===== config.mk =====
export PLATFORM = sky130hd
export DESIGN_NAME = b1to8_deserializer_flat
export DESIGN_NICKNAME = d
export VERILOG_FILES = /design/src/rtl/b1to8_deserializer_if.sv /design/src/rtl/b1to8_deserializer.sv /design/src/flat_wrapper.sv
export SDC_FILE = /design/constraint.sdc
export NUM_CORES = 1
export LEC_CHECK = 0
export CORE_ASPECT_RATIO = 0.75
export CORE_MARGIN = 4
export CORE_UTILIZATION = 52
export CTS_CLUSTER_DIAMETER = 100
export CTS_CLUSTER_SIZE = 25
export DETAILED_ROUTE_END_ITERATION = 10
export PLACE_DENSITY = 0.88
export RECOVER_POWER = 25
export SKIP_CTS_REPAIR_TIMING = 1
export SLEW_MARGIN = 10
export SYNTH_ARGS = -nofsm -noshare
export SYNTH_HDL_FRONTEND = slang
export SYNTH_SLANG_ARGS = --single-unit

===== constraint.sdc =====
create_clock -name clock -period 1.9 [get_ports clock]
set_input_delay 0.19 -clock clock [delete_from_list [all_inputs] [get_ports clock]]
set_output_delay 0.19 -clock clock [all_outputs]
set_load 0.02 [all_outputs]

===== src/rtl/b1to8_deserializer_if.sv =====
// Handshake bundle for the bit-serial receiver: serial bit stream in, parallel words out.
interface b1to8_deserializer_if #(
    parameter int W = 8
);
    logic         x0;
    logic         x_valid;
    logic         x_ready;
    logic [W-1:0] z7_z0;
    logic         z_valid;
    logic         z_ready;

    modport master (
        output x0, x_valid, z_ready,
        input  x_ready, z7_z0, z_valid
    );

    modport slave (
        input  x0, x_valid, z_ready,
        output x_ready, z7_z0, z_valid
    );
endinterface


===== src/rtl/b1to8_deserializer.sv =====
// Serial-to-parallel receiver: demuxes accepted bits into a shift register by index,
// then hands each complete word to a one-word output buffer.
//
// state   | meaning
// COLLECT | accepting bits into the shift register (x_ready=1)
// HOLD    | full word parked in the shift register, waiting for the buffer to drain
module b1to8_deserializer #(
    parameter int W     = 8,
    parameter int CW    = 3,
    parameter bit MSB_1 = 1'b0
) (
    input  logic                  clock,
    input  logic                  reset_,
    input  logic                  clear,
    b1to8_deserializer_if.slave   bus,
    output logic [CW-1:0]         b2_b0
);
    typedef enum logic {COLLECT, HOLD} state_t;

    localparam logic [CW-1:0] LAST = CW'(W - 1);

    state_t        state;
    logic [W-1:0]  shreg;
    logic [W-1:0]  next_word;
    logic [CW-1:0] slot;
    logic          accept;
    logic          consume;

    assign accept  = bus.x_valid & bus.x_ready;
    assign consume = bus.z_valid & bus.z_ready;
    assign slot    = MSB_1 ? (LAST - b2_b0) : b2_b0;

    // Shift register with the incoming bit already placed, so a finishing word can load directly.
    always_comb begin
        next_word       = shreg;
        next_word[slot] = bus.x0;
    end

    always_ff @(posedge clock or negedge reset_) begin
        if (!reset_) begin
            state       <= COLLECT;
            bus.x_ready <= 1'b1;
            b2_b0       <= '0;
            shreg       <= '0;
            bus.z7_z0   <= '0;
            bus.z_valid <= 1'b0;
        end else begin
            if (consume)
                bus.z_valid <= 1'b0;
            // Abort only touches the collecting side; the output buffer carries on.
            if (clear) begin
                b2_b0       <= '0;
                shreg       <= '0;
                state       <= COLLECT;
                bus.x_ready <= 1'b1;
            end else begin
                case (state)
                    COLLECT: begin
                        if (accept) begin
                            shreg <= next_word;
                            b2_b0 <= b2_b0 + CW'(1);
                            if (b2_b0 == LAST) begin
                                if (!bus.z_valid || bus.z_ready) begin
                                    bus.z7_z0   <= next_word;
                                    bus.z_valid <= 1'b1;
                                end else begin
                                    state       <= HOLD;
                                    bus.x_ready <= 1'b0;
                                end
                            end
                        end
                    end
                    HOLD: begin
                        if (consume) begin
                            bus.z7_z0   <= shreg;
                            bus.z_valid <= 1'b1;
                            state       <= COLLECT;
                            bus.x_ready <= 1'b1;
                        end
                    end
                    default: begin
                        state       <= COLLECT;
                        bus.x_ready <= 1'b1;
                    end
                endcase
            end
        end
    end
endmodule


===== src/flat_wrapper.sv =====
// flat-port wrapper written by rule: the top's interface ports become plain ports
module b1to8_deserializer_flat 
#(
    parameter int W     = 8,
    parameter int CW    = 3,
    parameter bit MSB_1 = 1'b0
)
  (clock, reset_, clear, b2_b0, bus_x0, bus_x_valid, bus_z_ready, bus_x_ready, bus_z7_z0, bus_z_valid);
  b1to8_deserializer_if #(.W(W)) bus_i ();
  input  logic clock;
  input  logic reset_;
  input  logic clear;
  output logic [CW-1:0] b2_b0;
  input wire logic [$bits(bus_i.x0)-1:0] bus_x0;
  input wire logic [$bits(bus_i.x_valid)-1:0] bus_x_valid;
  input wire logic [$bits(bus_i.z_ready)-1:0] bus_z_ready;
  output wire logic [$bits(bus_i.x_ready)-1:0] bus_x_ready;
  output wire logic [$bits(bus_i.z7_z0)-1:0] bus_z7_z0;
  output wire logic [$bits(bus_i.z_valid)-1:0] bus_z_valid;
  assign bus_i.x0 = bus_x0;
  assign bus_i.x_valid = bus_x_valid;
  assign bus_i.z_ready = bus_z_ready;
  assign bus_x_ready = bus_i.x_ready;
  assign bus_z7_z0 = bus_i.z7_z0;
  assign bus_z_valid = bus_i.z_valid;
  b1to8_deserializer #(.W(W), .CW(CW), .MSB_1(MSB_1)) u_core (.clock(clock), .reset_(reset_), .clear(clear), .bus(bus_i), .b2_b0(b2_b0));
endmodule

==> flow_metrics.tcl, run 1 <==
set metrics [dict create \
    ant_nets 0 \
    power_leakage_nw 0.641 \
    switching_share_pct 25.2 \
    synth_area_mm2 0.00123 \
    drtIter0Drc 57 \
    syn-num-nets 122 \
    switching_power_mw 0.215 \
    cp_common_cell "ha_1" \
    pwr-share-clk_pct 30.8 \
    grt_pass1_vias 969 \
    cts_buffers 3 \
    grt_pass1_wl_mm 4.83 \
    required_ns 2.11 \
    synth_cell_type_count 35 \
    async_flop_share_pct 100 \
    cp.arrival_ns 2.01 \
    multi_input_area_um2 629 \
    die_h_um 50.1 \
    internal-power_mw 0.640 \
    vias 998 \
    seq_area_frac_synth_pct 44.8 \
    clk_pin_slew_worst_paths_ns 0.12 \
    rsz0062_at_grt "false" \
    skew_ns 0.00190 \
    drv_cap 0 \
    nNetsFinal 145 \
    antenna_found_initial 0 \
    clockBufferDepth 2 \
    setup_tns_ns 0 \
    avgSynthCellArea_um2 10.9 \
    seqPwrFrac_pct 55.9 \
    gr-total-overflow 0 \
    cts_tree "built" \
    hold_viol 0 \
    nFillCells 155 \
    crit_family "adder cells" \
    synth-edff-count 0 \
    holdCritPathClass "primary input to async pin" \
    path_cells "ha_1 > ha_1 > a31oi_1 > a211oi_4 > buf_4 > mux2_1" \
    status "finished, final reports clean" \
    first_pass_iters 4 \
    synth_top_area_share_pct 42.7 \
    core_mm2 0.00212 \
    hpwl_mm 1.88 \
    finalMaxSlewViolations 0 \
    antennaDiodeCount 0 \
    cts.htree.levels 1 \
    synthTopCellsByCount "dfrtp_1 (21), mux2_2 (15), a21oi_1 (9)" \
    cts_root_buf "clkbuf_4" \
    chipWidth_um 64.2 \
    power_density_mw_per_mm2 566 \
    ys_seq_elements 22 \
    synth.most_common_cell "dfrtp_1" \
    gp_congestion 0.905 \
    drc 0 \
    cp_slowest_cell "dfrtp_1" \
    dieArea_mm2 0.00322 \
    startpoint "u_core.b2_b0[0]$_DFFE_PN0P_" \
    synthFlopType "dfrtp_1" \
    synth_area_leaders "dfrtp_1 (43%), mux2_2 (14%), a21oi_1 (3.7%)" \
    r2r-start "u_core.b2_b0[0]$_DFFE_PN0P_" \
    synthesis.instances 113 \
    synth_top_area_cell "dfrtp_1" \
    seqCellArea_um2 552 \
    cp-start-kind "flop" \
    setup_violations 0 \
    max_freq_mhz 556 \
    yosysWarnings 0 \
    irDropWorstVdd_mv 0.453 \
    p_comb_share_pct 13.3 \
    start_util_pct 58.1 \
    min_period_ns 1.80 \
    wirelength_mm 2.79 \
    maxSlewHeadroom_pct 57.6 \
    cts_num_sinks 22 \
    ios 19 \
    cp_slowest_stage_delay_ns 0.40 \
    tightest_slew_ns 0.636 \
    wire_per_inst_um 16.7 \
    critPathBufInv 1 \
    cp-end-kind "flop" \
    grt_max_degree 21 \
    track_usage_pct 19.2 \
    crit_fanout 8 \
    drive_gt1_share_pct 23.0 \
    numPortBuffers 18 \
    finalCritPeriodShare_pct 94.6 \
    p_total_mw 0.855 \
    vias_per_cell 5.98 \
    critPathKind "flop to flop" \
    clk_latency_ns 0.31 \
    rows 14 \
    syn2layout_area_growth_pct 22.6 \
]
## layout by cell type, fill, tap and decap left out, types with 4 or more instances in the layout
cell type and instances:
o21ai_0 7, dfrtp_1 21, nand3_1 6, nand2_1 4
buf_4 8, mux2_2 15, a21oi_1 9, clkdlybuf4s50_1 17
## state kept, by name, summed over array words and instances, names as in the netlist
register,cells
u_core.bus.z7_z0,8
u_core.shreg,8
u_core.b2_b0,3
u_core.bus.x_ready,1
u_core.bus.z_valid,1
u_core.state,1
## through the flow
step	setup slack [ns]	hold slack, ns	util, %	instances	area [um2]
floorplan	0.0557	-0.106	-	113	1230
global placement	0.190	0.486	69.7	163	1480
detailed placement	0.149	0.493	69.7	163	1480
CTS	0.0989	0.212	71.4	167	1510
global route	0.0158	0.306	71.2	167	1510
finish	0.103	0.272	71.2	167	1510
## power by group through the flow
stage	logic [mW]	registers (mW)	clock network (mW)
floorplan	0.0557	0.492	0
global placement	0.111	0.487	0
detailed placement	0.114	0.487	0
CTS	0.115	0.478	0.271
global route	0.124	0.479	0.291
finish	0.113	0.478	0.263
## per-layer routing
| layer | wire (um) | vias to the layer above | track usage [%] | share of wire [%] |
|---|---|---|---|---|
| met3 | 186 | 6 | 6.03 | 6.7 |
| met2 | 1300 | 30 | 30.2 | 47 |
| met5 | 0 | - | 0 | 0 |
| met1 | 1270 | 497 | 26.1 | 46 |
| li1 | - | 465 | - | - |
| met4 | 26 | 0 | 4.91 | 0.93 |
## final timing paths
path                                                        end  slack [ns]  cells after the start
worst max-delay path            u_core.bus.z7_z0[6]$_DFFE_PN0P_        0.10                      6
worst min register to register  u_core.bus.z7_z0[6]$_DFFE_PN0P_        0.52                      1
worst max register to register  u_core.bus.z7_z0[6]$_DFFE_PN0P_        0.10                      6
min in group clock              u_core.bus.z7_z0[6]$_DFFE_PN0P_        0.52                      1
worst min-delay path                     u_core.state$_DFF_PN0_        0.27                      1
max in group asynchronous       u_core.bus.z7_z0[0]$_DFFE_PN0P_        0.70                      2
## area by class of cell
| type | instances | area share, % |
|---|---|---|
| Multi-Input combinational cell | 80 | 41.7 |
| Inverter | 2 | 0.498 |
| Tap cell | 32 | 2.65 |
| Clock buffer | 4 | 2.40 |
| Timing Repair Buffer | 27 | 16.2 |
| Sequential cell | 22 | 36.6 |
## cell families (layout without fill, tap and decap cells)
| logic type | count (synthesis) | in the layout | synth area share [%] |
|---|---|---|---|
| AND/OR/NAND/NOR | 35 | 35 | 19.4 |
| adder cells (fa/ha/maj) | 3 | 3 | 3.05 |
| multiplexers | 18 | 18 | 16.3 |
| flip-flops | 22 | 22 | 44.8 |
| buffers and inverters | 11 | 33 | 4.07 |
| AO/OA/AOI/OAI | 24 | 24 | 12.4 |
No activity file was read; power rests on OpenSTA's default activity.
==> inputs of run 2 (changes only) <==
- CORE_MARGIN: 4 -> not set
==> flow_metrics.tcl, run 2 (same netlist as run 1, synthesis figures left out) <==
set metrics [dict create \
    status "finished, final reports clean" \
    drv_cap 0 \
    vias_per_cell 5.91 \
    final_common_cell "dfrtp_1" \
    max_freq_mhz 551 \
    instances_no_fill 167 \
    power_density_mw_per_mm2 569 \
    hold_viol 0 \
    numPortBuffers 18 \
    holdCritPathClass "primary input to async pin" \
    post-place-ws_ns 0.139 \
    postLayoutCoreUtil_pct 71.2 \
    gp_congestion 0.812 \
    cp-end-kind "output port" \
    irDropWorstVdd_mv 0.538 \
    hpwl_mm 1.90 \
    cts_root_buf "clkbuf_4" \
    start_util_pct 58.1 \
    finalMaxSlewViolations 0 \
    layout_common_cells "dfrtp_1 (21), clkdlybuf4s50_1 (17), mux2_2 (15)" \
    grt_pass1_wl_mm 4.33 \
    rows 14 \
    wire_per_inst_um 16.1 \
    cts_buffers 3 \
    p_total_mw 0.859 \
    tightest_slew_ns 0.568 \
    drc 0 \
    syn2layout_area_growth_pct 22.6 \
    antennaDiodeCount 0 \
    grt_pass1_vias 956 \
    cts_num_sinks 22 \
    setup_ws_ns 0.0841 \
    vias 987 \
    cts.htree.levels 1 \
    rsz0062_at_grt "false" \
    cts_tree "built" \
    gr-total-overflow 0 \
    dieArea_mm2 0.00257 \
    nFillCells 165 \
    core_mm2 0.00212 \
    die_h_um 44.1 \
    critPathKind "flop to output port" \
    place_area_mm2 0.00148 \
    power_leakage_nw 0.641 \
    top_regs "u_core.bus.z7_z0: 8 flops, u_core.shreg: 8 flops, u_core.b2_b0: 3 flops" \
    final_area_mm2 0.00151 \
    skew_ns 0.00495 \
    chipWidth_um 58.2 \
    first_pass_iters 4 \
    min_period_ns 1.82 \
    track_usage_pct 23.2 \
    clk_latency_ns 0.32 \
    setup_violations 0 \
    drtIter0Drc 42 \
    dp.cells 163 \
    wirelength_mm 2.69 \
    required_ns 1.71 \
    cp.arrival_ns 1.63 \
    clk_pin_slew_worst_paths_ns 0.13 \
    maxSlewHeadroom_pct 62.2 \
    grt_max_degree 21 \
    ant_nets 0 \
    holdWs_ns 0.281 \
    cp-start-kind "flop" \
    ios 19 \
    clockBufferDepth 2 \
    antenna_found_initial 0 \
    setup_tns_ns 0 \
    nNetsFinal 145 \
    finalCritPeriodShare_pct 95.6 \
    drive_gt1_share_pct 23.0 \
    crit_fanout 13 \
]
## run 2: cell counts in the layout (fill, tap and decap cells not counted)
Identical to the previous run, type by type.
## run 2: path summary, 6_finish.rpt
kind,start,end,slack [ns],cells after the start
min in group clock,u_core.bus.z7_z0[6]$_DFFE_PN0P_,u_core.bus.z7_z0[6]$_DFFE_PN0P_,0.52,1
max in group asynchronous,reset_,u_core.bus.z7_z0[1]$_DFFE_PN0P_,0.74,2
min reg2reg,u_core.bus.z7_z0[6]$_DFFE_PN0P_,u_core.bus.z7_z0[6]$_DFFE_PN0P_,0.52,1
max,u_core.b2_b0[2]$_DFFE_PN0P_,b2_b0[2],0.08,2
max reg2reg,u_core.state$_DFF_PN0_,u_core.bus.z7_z0[7]$_DFFE_PN0P_,0.11,4
min,reset_,u_core.bus.z_valid$_DFF_PN0_,0.28,1
## run 2: layer usage
metal | global-route usage [%] | wire length [um]
met1 | 31.7 | 1220
met2 | 34.7 | 1220
met3 | 8.19 | 222
met4 | 7.62 | 34
met5 | 0 | 0
## run 2: final cells by class
type,instances,area [um2],area share [%]
multi-input cells,80,629,41.7
repair buffers,27,244,16.2
clock buffers,4,36.3,2.40
inverters,2,7.51,0.498
well taps,32,40.0,2.65
flip-flops and latches,22,552,36.6
## run 2: where the power goes
part | switching (mW) | total [mW] | internal (mW)
clock network | 0.149 | 0.266 | 0.117
logic | 0.0665 | 0.115 | 0.0481
registers | 0.00375 | 0.478 | 0.475
total | 0.219 | 0.859 | 0.640
## run 2: critical path, stage by stage, from the launching register on
cell and delay, ns:
dfrtp_1 0.46, buf_4 0.22, clkdlybuf4s50_1 0.62
